===== src/rtl/mem_arbiter.sv =====
// Memory arbiter: shares one single-port memory between the CPU and a DMA/IO
// requester. Grants one command per cycle, round-robin on contention, holds a
// CPU lock across ISZ read-modify-write, and routes read data back to the
// requester that issued the read.
module mem_arbiter #(
    parameter int DWIDTH     = 16,
    parameter int ADDR_WIDTH = 12,
    parameter int RD_LAT     = 1
) (
    input  logic                  clk,
    input  logic                  reset,
    input  logic                  cpu_req,
    input  logic                  cpu_we,
    input  logic                  cpu_lock,
    input  logic [ADDR_WIDTH-1:0] cpu_addr,
    input  logic [DWIDTH-1:0]     cpu_wdata,
    output logic                  cpu_ack,
    output logic                  cpu_rvalid,
    output logic [DWIDTH-1:0]     cpu_rdata,
    input  logic                  dma_req,
    input  logic                  dma_we,
    input  logic [ADDR_WIDTH-1:0] dma_addr,
    input  logic [DWIDTH-1:0]     dma_wdata,
    output logic                  dma_ack,
    output logic                  dma_rvalid,
    output logic [DWIDTH-1:0]     dma_rdata,
    output logic                  mem_en,
    output logic                  mem_we,
    output logic [ADDR_WIDTH-1:0] mem_addr,
    output logic [DWIDTH-1:0]     mem_wdata,
    input  logic [DWIDTH-1:0]     mem_rdata,
    output logic                  owner,
    output logic                  locked
);

    typedef enum logic {ARB, LOCK} state_t;

    state_t              state_q;
    logic                last_q;      // 0 = CPU granted last, 1 = DMA
    logic                owner_q;
    logic                locked_q;
    logic [RD_LAT-1:0]   vld_pipe_q, vld_pipe_d;
    logic [RD_LAT-1:0]   own_pipe_q, own_pipe_d;
    logic [DWIDTH-1:0]   cpu_rdata_q, dma_rdata_q;

    logic cpu_gnt, dma_gnt, rd_go, emerge;

    // Grant selection; nothing is granted while reset is held
    always_comb begin
        cpu_gnt = 1'b0;
        dma_gnt = 1'b0;
        if (!reset) begin
            if (state_q == LOCK) begin
                cpu_gnt = cpu_req;
            end else if (cpu_req && dma_req) begin
                cpu_gnt = last_q;
                dma_gnt = !last_q;
            end else begin
                cpu_gnt = cpu_req;
                dma_gnt = dma_req;
            end
        end
    end

    // Command path: winner's fields go straight to memory in the grant cycle
    always_comb begin
        mem_en    = cpu_gnt | dma_gnt;
        mem_we    = 1'b0;
        mem_addr  = '0;
        mem_wdata = '0;
        if (cpu_gnt) begin
            mem_we    = cpu_we;
            mem_addr  = cpu_addr;
            mem_wdata = cpu_wdata;
        end else if (dma_gnt) begin
            mem_we    = dma_we;
            mem_addr  = dma_addr;
            mem_wdata = dma_wdata;
        end
    end

    assign cpu_ack = cpu_gnt;
    assign dma_ack = dma_gnt;
    assign rd_go   = (cpu_gnt && !cpu_we) || (dma_gnt && !dma_we);

    // Read-return shift register: stage 0 loads on an acked read
    always_comb begin
        vld_pipe_d    = '0;
        own_pipe_d    = '0;
        vld_pipe_d[0] = rd_go;
        own_pipe_d[0] = dma_gnt;
        for (int i = 1; i < RD_LAT; i++) begin
            vld_pipe_d[i] = vld_pipe_q[i-1];
            own_pipe_d[i] = own_pipe_q[i-1];
        end
    end

    assign emerge     = vld_pipe_q[RD_LAT-1] && !reset;
    assign cpu_rvalid = emerge && !own_pipe_q[RD_LAT-1];
    assign dma_rvalid = emerge &&  own_pipe_q[RD_LAT-1];
    assign cpu_rdata  = cpu_rvalid ? mem_rdata : cpu_rdata_q;
    assign dma_rdata  = dma_rvalid ? mem_rdata : dma_rdata_q;
    assign owner      = owner_q;
    assign locked     = locked_q;

    // Arbitration FSM with lock handling, grant history and registered status
    always_ff @(posedge clk) begin
        if (reset) begin
            state_q  <= ARB;
            last_q   <= 1'b1;
            owner_q  <= 1'b0;
            locked_q <= 1'b0;
        end else begin
            if (cpu_gnt) begin
                last_q  <= 1'b0;
                owner_q <= 1'b0;
            end else if (dma_gnt) begin
                last_q  <= 1'b1;
                owner_q <= 1'b1;
            end
            case (state_q)
                ARB: begin
                    if (cpu_gnt && !cpu_we && cpu_lock) begin
                        state_q  <= LOCK;
                        locked_q <= 1'b1;
                    end
                end
                LOCK: begin
                    // Leave after the unlocked write-back, or if the CPU drops the lock idle
                    if ((cpu_gnt && !cpu_lock) || (!cpu_req && !cpu_lock)) begin
                        state_q  <= ARB;
                        locked_q <= 1'b0;
                    end
                end
                default: begin
                    state_q  <= ARB;
                    locked_q <= 1'b0;
                end
            endcase
        end
    end

    // Read pipeline and held read data; reset discards reads in flight
    always_ff @(posedge clk) begin
        if (reset) begin
            vld_pipe_q  <= '0;
            own_pipe_q  <= '0;
            cpu_rdata_q <= '0;
            dma_rdata_q <= '0;
        end else begin
            vld_pipe_q <= vld_pipe_d;
            own_pipe_q <= own_pipe_d;
            if (cpu_rvalid) cpu_rdata_q <= mem_rdata;
            if (dma_rvalid) dma_rdata_q <= mem_rdata;
        end
    end

endmodule

===== config.mk =====
export PLATFORM = sky130hd
export DESIGN_NAME = mem_arbiter
export DESIGN_NICKNAME = d
export VERILOG_FILES = /design/src/rtl/mem_arbiter.sv
export SDC_FILE = /design/constraint.sdc
export NUM_CORES = 1
export LEC_CHECK = 0
export CAP_MARGIN = 20
export CORE_MARGIN = 5
export CORE_UTILIZATION = 37
export CTS_BUF_LIST = sky130_fd_sc_hd__clkbuf_2 sky130_fd_sc_hd__clkbuf_4 sky130_fd_sc_hd__clkbuf_8
export DETAILED_ROUTE_END_ITERATION = 8
export PLACE_DENSITY = 0.89
export SLEW_MARGIN = 10
export SYNTH_ARGS = -nofsm -noshare
export SYNTH_HDL_FRONTEND = slang
export SYNTH_SLANG_ARGS = --single-unit

===== constraint.sdc =====
create_clock -name clk -period 2.9 [get_ports clk]
set_input_delay 0.725 -clock clk [delete_from_list [all_inputs] [get_ports clk]]
set_output_delay 0.725 -clock clk [all_outputs]
set_load 0.03 [all_outputs]

== After elaboration in Yosys (flattened, before gate mapping) ==
Cells that the tools add are included.

* Flip-flop bits (word level): 38
* Input bits: 79
* Output and inout bits: 68
* Logic and storage cells: 55

* Equality and inequality tests: 2
* Mux-type cells: 22
* Bitwise logic cells: 2
* Reduce and logical (&&, ||, !) cells: 21

{| class="wikitable"
|+ Operators with widths
! operator !! count
|-
| two-way mux 16 bit || 4
|-
| two-way mux 12 bit || 2
|-
| two-way mux 1 bit || 14
|-
| logical AND 1 bit || 9
|-
| zero test 1 bit || 7
|-
| case mux 1 bit (2 select lines) || 2
|-
| logical OR 1 bit || 2
|-
| inequality test 2 x 1 -> 1 bit (second input constant) || 1
|-
| inequality test 2 bit (second input constant) || 1
|-
| AND reduction 2 bit || 1
|-
| nonzero test 2 bit || 1
|-
| OR reduction 2 bit || 1
|-
| inverter 1 bit || 1
|-
| bitwise OR 1 bit || 1
|}

== Depth between registers and ports, before layout ==
Gate-level depths: netlist (run 1).

* Depth in word-level cells: 8
* Depth in mapped cells: 4
* Mapped depth without buffers: 4

== Least setup slack after synthesis (run 1) ==
No wires, ideal clock.

* Path kind: input port to output port
* Start point: in dma_req
* End point: out mem_addr[0]
* Data arrival time: 1.765 ns
* Data required time: 2.175 ns
* Slack: 0.410 ns
* Stages: 4
* Buffers on the path: 1
* Cell sequence: nand2b_1 > a211oi_2 > buf_2 > a22o_1

* Longest elaborated chain between the ends: 6
* Elaborated cells on any way between the ends: 9
* Those cells by class: mux (8); reduce/logical (1)

{| class="wikitable"
|+ Ends and longest elaborated chain
! what !! RTL line !! source
|-
| from (decl) || 20 || <nowiki>input logic dma_req,</nowiki>
|-
| logical AND 1 bit || 55 || <nowiki>end else if (cpu_req && dma_req) begin</nowiki>
|-
| two-way mux 1 bit (*) || 55 ||
|-
| two-way mux 1 bit (*) || 53 || <nowiki>if (state_q == LOCK) begin</nowiki>
|-
| two-way mux 1 bit (*) || 52 || <nowiki>if (!reset) begin</nowiki>
|-
| net dma_ack || 24 || <nowiki>output logic dma_ack,</nowiki>
|-
| two-way mux 12 bit (*) || 75 || <nowiki>end else if (dma_gnt) begin</nowiki>
|-
| two-way mux 12 bit (*) || 71 || <nowiki>if (cpu_gnt) begin</nowiki>
|-
| to (decl) || 29 || <nowiki>output logic [ADDR_WIDTH-1:0] mem_addr,</nowiki>
|}

The timed path passes the listed nets; every way through them passes the cells marked *.

== Worst setup path after layout (run 1) ==
* Start point: in reset
* End point: out mem_addr[3]

* Longest elaborated chain between the ends: 3
* Elaborated cells on any way between the ends: 4
* Those cells by class: mux (4)

{| class="wikitable"
|+ Ends and longest elaborated chain
! what !! RTL line !! source
|-
| from (decl) || 11 || <nowiki>input logic reset,</nowiki>
|-
| two-way mux 1 bit || 52 ||
|-
| two-way mux 12 bit || 75 ||
|-
| two-way mux 12 bit (*) || 71 ||
|}

Every way passes the cells marked *; elsewhere a longest branch is shown, timed or not.

==> out/metrics.csv, run 1 <==
stage,metric,value,unit
clock_network,H-tree level count,2,
sta,final hold viol count,0,
synth,post-synthesis sequential area ratio,0.410,
pwr,Leakage,1.73,nW
clock_network,"Reg clk slew, reported paths",0.07,ns
sta,setup ws final,0.0553,ns
routing,via count,1916,
routing,number of routed nets with antenna violations,0,
final_layout,"most common cell after layout, fill and taps aside",clkdlybuf4s50_1,
clock_network,clock root buffer,clkbuf_8,
floorplanning,row count,25,
routing,Post-route DRC,0,
final_layout,n_diodes,0,
final_layout,Layout area overhead,94.4,%
routing,DRT iter0 DRCs,59,
pwr,peak supply drop,224,uV
placement,input/output buffers,146,
sta,Fin Hold WS,0.463,ns
routing,Routed WL,6980,microns
job,maxcap violations,0,
sta,Max-slew headroom,0.764,
critical_path,CP endpoint kind,output pin,
sta,crit share post-route,0.981,
synth,"top cells by area, synth","dfxtp_1 (41%), a22o_1 (14%), mux2_2 (13%)",
synth,syn_area_per_cell,11.1,sq um
sta,final setup violation count,0,
clock_network,"Hold-fix buffers, CTS",0,
routing,wl on met1,2320,microns
final_layout,Final #Nets,406,
placement,Placer Congestion,0.783,
min_path,min-delay worst type,flip-flop to flip-flop,
critical_path,Critical Path RT,2.17,ns
floorplanning,initial core utilization,0.388,
routing,met2 wire length,3740,microns
synth,Synth Instances,167,
final_layout,Fillers,338,
sta,unrepaired setup endpoints after global routing,false,
critical_path,crit path DAT,2.12,ns
sta,Final min period,2.84,ns
clock_network,"Clk Latency, worst-skew pair",0.28,ns
synth,Synth cell types,27,
sta,max-slew violation count,0,
status,status,"complete, no violations",
synth,YS warnings,0,
critical_path,Worst Path Max Fanout,30,
clock_network,clock buffer count from CTS,5,
global_routing,largest net degree at the start of global routing,31,
floorplanning,Die W,80.8,microns
global_routing,overall global routing resource usage,0.219,
critical_path,cells on worst reg2reg path,5,
clock_network,CTS tree,yes,
routing,WL/cell,17.7,microns
synth,netlist area before placement,1860,sq um
sta,FMAX,0.352,GHz
placement,DP Worst Slack,-0.482,ns
routing,vias per inst,4.85,
routing,router iterations before antenna repair,4,
sta,worst clock skew,0.00818,ns
synth,Yosys top cell by area,dfxtp_1,
global_routing,first-pass GRT wire length,10800,microns
placement,post-DP HPWL,5510,microns
global_routing,initial antenna violation count,0,
floorplanning,total die area,6540,sq um
synth,syn nets,246,
final_layout,Non-Filler Instances,395,
floorplanning,Die Y,80.8,microns
placement,placed cells,381,
global_routing,vias in the first global route,2151,
final_layout,layout cells sized above 1,0.341,
routing,uppermost layer routed,met4,
clock_network,Max Buffers Root-to-Sink,2,
min_path,hold path cells,1,
final_layout,most frequent cells in the layout,"clkdlybuf4s50_1 (77), buf_4 (56), dfxtp_1 (38)",
synth,area share of the largest cell type after synthesis,0.410,
global_routing,grt ovf,0,
critical_path,Setup Crit Path Kind,input pin to output pin,
floorplanning,I/O pins,147,
synth,register bit total from synthesis,38,
sta,Tightest Pin Transition,0.353,ns
floorplanning,core area,4790,sq um
clock_network,# clock sinks,38,
routing,metal3 WL,600,microns
pwr,PwrDens,424,nW/um^2
critical_path,Critical Path Start Type,input pin,
==> metrics by stage <==
stage	cell area (sq um)	util	power (W)	TNS, ns
after floorplan	1860	-	0.000749	0
after global placement	3390	0.709	0.000977	-12.11
after detailed placement	3390	0.709	0.000984	-14.30
after CTS	3600	0.752	0.00154	0
after global routing	3610	0.754	0.00159	0
final	3610	0.754	0.00153	0
==> sequential cells by signal, indices dropped and copies added, names as in the netlist <==
| signal | cells |
|---|---|
| cpu_rdata_q | 16 |
| dma_rdata_q | 16 |
| last_q | 1 |
| locked | 1 |
| own_pipe_q | 1 |
| owner | 1 |
| state_q | 1 |
| vld_pipe_q | 1 |
==> repair_timing <==
action / 4_1_cts / 5_1_grt
setup buffers: 5 / 0
setup endpoints to repair: 61 / 30
gates cloned: 1 / 0
resized for setup: 24 / 4
hold endpoints to repair: 0 / 0
==> cell usage after synthesis <==
| cell | number |
|---|---|
| nand2b_1 | 2 |
| a211oi_1 | 1 |
| nand4_1 | 1 |
| nor2b_1 | 24 |
| buf_6 | 1 |
| mux2_1 | 1 |
| a211o_1 | 1 |
| nor3b_4 | 1 |
| mux2_2 | 22 |
| inv_1 | 3 |
| nor2_1 | 1 |
| mux2_4 | 9 |
| and2b_1 | 9 |
| buf_2 | 6 |
| a211oi_2 | 1 |
| o21ai_0 | 1 |
| a21oi_1 | 2 |
| nor3_1 | 1 |
| inv_2 | 2 |
| clkbuf_1 | 4 |
| a22o_1 | 30 |
| dfxtp_1 | 38 |
| buf_4 | 1 |
| nand3b_4 | 1 |
| a21o_1 | 1 |
| a31oi_1 | 1 |
| nor3b_1 | 2 |
==> report_power, final <==
group          internal [W]  leakage, nW  switching, W
combinational      0.000232         1.35      0.000204
clock              0.000367       0.0714      0.000183
sequential         0.000535        0.308    0.00000844
total               0.00113         1.73      0.000395
==> cell families after synthesis <==
logic type / Yosys count / synth area share
DFF: 38 / 0.410
muxes: 32 / 0.212
AOI/OAI and AO/OA: 38 / 0.173
and+or+nand+nor: 42 / 0.161
buffers and inverters: 17 / 0.0445
==> worst max-delay path, stage by stage <==
cell	delay (ns)
dlygate4sd2_1	0.32
buf_6	0.28
a211oi_4	0.07
buf_4	0.16
buf_12	0.14
a22o_1	0.26
buf_12	0.15
==> per-layer routing <==
metal	vias to the layer above	track usage
met1	877	0.208
met2	98	0.410
met4	0	0.123
met3	23	0.0732
met5	-	0
li1	918	-
==> worst paths after layout <==
kind	endpoint	slack [ns]	start
worst max-delay path	mem_addr[3]	0.06	reset
worst min-delay path	owner	0.46	owner
worst max register to register	cpu_rdata_q[5]	1.39	vld_pipe_q
worst min register to register	owner	0.46	owner
==> cell type report <==
cell class                      count  area, sq um  area share
Timing Repair Buffer              165         1570       0.436
Clock buffer                        6         82.6      0.0229
Sequential cell                    38          761       0.211
Tap cell                           67         83.8      0.0232
Clock inverter                      2         60.1      0.0166
Multi-Input combinational cell    112         1030       0.286
Inverter                            5         18.8     0.00520
(Power assumes the default switching activity.)
==> inputs of run 2 (changes only) <==
- SLEW_MARGIN: 10 -> unset
==> results of run 2 <==
Same layout as run 1: the final DEF is identical, and so are final timing and power.
==> inputs of run 3 (changes only) <==
- GPL_ROUTABILITY_DRIVEN: unset -> 0
- PLACE_DENSITY: 0.89 -> unset
- PLACE_DENSITY_LB_ADDON: unset -> 0.08
- SLEW_MARGIN: unset -> 20
==> out/metrics.csv, run 3 (synthesized netlist as in run 1, its figures left out) <==
stage,metric,value,unit,change
status,status,"complete, no violations",,unchanged
critical_path,cells on worst reg2reg path,5,,unchanged
min_path,hold endpoint,owner,,unchanged
floorplanning,I/O pins,147,,unchanged
pwr,register share of total power,0.386,,was 0.355
pwr,Leakage,1.71,nW,was 1.73 nW
critical_path,crit path DAT,2.12,ns,about the same
floorplanning,Die Y,80.8,microns,unchanged
pwr,P_sw,0.000381,W,was 0.000395 W
critical_path,Worst Path Max Fanout,7,,was 30
floorplanning,row count,25,,unchanged
sta,final hold viol count,0,,unchanged
final_layout,Final #Nets,401,,was 406
routing,Routed WL,6030,microns,was 6980 microns
final_layout,Layout area overhead,88.9,%,was 94.4%
routing,via count,1874,,was 1916
clock_network,CTS tree,yes,,unchanged
floorplanning,initial core utilization,0.388,,unchanged
final_layout,n_diodes,0,,unchanged
routing,number of routed nets with antenna violations,0,,unchanged
min_path,min-delay worst type,flip-flop to flip-flop,,unchanged
sta,Fin Hold WS,0.460,ns,was 0.463 ns
pwr,Clk pwr share,0.321,,was 0.359
critical_path,CP endpoint kind,output pin,,unchanged
routing,router iterations before antenna repair,4,,unchanged
clock_network,Max Buffers Root-to-Sink,2,,unchanged
sta,Max-slew headroom,0.778,,was 0.764
critical_path,Buf/Inv on CP,3,,was 5
sta,final setup violation count,0,,unchanged
critical_path,crit path cell chain,dlygate4sd2_1 -> nor3b_4 -> buf_6 -> mux2_2 -> dlygate4sd2_1,,was dlygate4sd2_1 -> buf_6 -> a211oi_4 -> buf_4 -> buf_12 -> a22o_1 -> buf_12
final_layout,layout cells sized above 1,0.332,,was 0.341
global_routing,grt ovf,0,,unchanged
final_layout,Register Area,761,sq um,unchanged
global_routing,largest net degree at the start of global routing,32,,was 31
job,maxcap violations,0,,unchanged
sta,worst clock skew,0.00735,ns,was 0.00818 ns
pwr,Pint,0.00103,W,was 0.00113 W
routing,DRT iter0 DRCs,16,,was 59
min_path,Min-Delay Startpoint,owner,,unchanged
critical_path,Critical Path Start Type,input pin,,unchanged
final_layout,multi-input logic area,1050,sq um,was 1030 sq um
critical_path,Critical-path top delay cell,dlygate4sd2_1,,unchanged
placement,post-place instance area,3360,sq um,was 3390 sq um
pwr,Switching Fraction,0.270,,was 0.258
pwr,peak supply drop,239,uV,was 224 uV
sta,FMAX,0.351,GHz,was 0.352 GHz
clock_network,clock buffer count from CTS,5,,unchanged
critical_path,Critical Path Max Stage Delay,0.36,ns,was 0.32 ns
floorplanning,total die area,6540,sq um,unchanged
clock_network,clock root buffer,clkbuf_8,,unchanged
critical_path,Setup Crit Path Kind,input pin to output pin,,unchanged
critical_path,R2R Path End,cpu_rdata_q[5],,unchanged
global_routing,initial antenna violation count,0,,unchanged
global_routing,vias in the first global route,1896,,was 2151
routing,vias per inst,4.82,,was 4.85
placement,input/output buffers,146,,unchanged
global_routing,first-pass GRT wire length,8770,microns,was 10800 microns
routing,WL/cell,15.5,microns,was 17.7 microns
clock_network,# clock sinks,38,,unchanged
sta,max-slew violation count,0,,unchanged
floorplanning,Die W,80.8,microns,unchanged
sta,Tightest Pin Transition,0.332,ns,was 0.353 ns
placement,post-DP HPWL,4890,microns,was 5510 microns
min_path,hold path cells,1,,unchanged
pwr,PwrDens,402,nW/um^2,was 424 nW/um^2
clock_network,"Hold-fix buffers, CTS",0,,unchanged
final_layout,Fillers,367,,was 338
sta,crit share post-route,0.981,,about the same
critical_path,most used cell along the critical path,dlygate4sd2_1,,was buf_12
critical_path,R2R setup slack,1.29,ns,was 1.39 ns
final_layout,"Design Area, Final",3510,sq um,was 3610 sq um
final_layout,most frequent cells in the layout,"clkdlybuf4s50_1 (77), buf_4 (51), dfxtp_1 (38)",,"was clkdlybuf4s50_1 (77), buf_4 (56), dfxtp_1 (38)"
sta,Final min period,2.85,ns,was 2.84 ns
pwr,Logic pwr share,0.293,,was 0.285
final_layout,"most common cell after layout, fill and taps aside",clkdlybuf4s50_1,,unchanged
critical_path,Top Family by Delay on Critical Path,buffers and inverters,,unchanged
final_layout,biggest regs,"cpu_rdata_q (16), dma_rdata_q (16)",,unchanged
sta,unrepaired setup endpoints after global routing,false,,unchanged
clock_network,"Clk Latency, worst-skew pair",0.29,ns,was 0.28 ns
routing,Post-route DRC,0,,unchanged
clock_network,"Reg clk slew, reported paths",0.07,ns,about the same
clock_network,H-tree level count,2,,unchanged
critical_path,worst flop-to-flop path startpoint,vld_pipe_q,,unchanged
critical_path,Critical Path RT,2.17,ns,about the same
global_routing,overall global routing resource usage,0.176,,was 0.219
floorplanning,core area,4790,sq um,unchanged
-- run 3: final cells by class --
cell class / instances / share of cell area
inverters: 5 / 0.00535
clock inverters: 1 / 0.00856
well taps: 67 / 0.0239
repair buffers: 159 / 0.422
multi-input cells: 113 / 0.300
clock buffers: 6 / 0.0235
flip-flops and latches: 38 / 0.217
-- run 3: metrics by stage --
step                power [W]  setup slack, ns   util  setup TNS, ns  instances
global placement     0.000970           -0.406  0.702         -12.42        380
finish                0.00141           0.0543  0.733              0        389
floorplan            0.000749            0.410      -              0        167
CTS                   0.00142          0.00297  0.728              0        389
global route          0.00146          0.00357  0.733              0        389
detailed placement   0.000973           -0.444  0.702         -13.39        380
-- run 3: power groups by stage --
stage	Clock (W)	Sequential, W	Combinational (W)
global placement	0	0.000554	0.000415
finish	0.000453	0.000544	0.000414
floorplan	0	0.000556	0.000193
CTS	0.000463	0.000545	0.000416
global route	0.000482	0.000546	0.000436
detailed placement	0	0.000555	0.000418
-- run 3: per-layer routing --
metal	wire, microns	vias to the layer above	global-route usage
li1	-	913	-
met1	2200	859	0.180
met2	2990	92	0.314
met3	714	10	0.0743
met4	129	0	0.0726
met5	0	-	0
-- run 3: timing repair --
action,CTS,global route
resized for setup,23,10
gates cloned,1,0
endpoints found under the hold margin,0,0
pin swaps,0,2
endpoints found under the setup margin,62,31
setup buffers,1,0
-- run 3: worst max path at each step --
stage	from	end	depth (start not counted)
after global placement	reset	dma_rdata[6]	4
after global routing	reset	cpu_rdata[5]	6
final	reset	cpu_rdata[15]	5
after CTS	dma_req	mem_wdata[12]	6
after detailed placement	reset	dma_rdata[9]	4
after floorplan	dma_req	mem_addr[0]	4
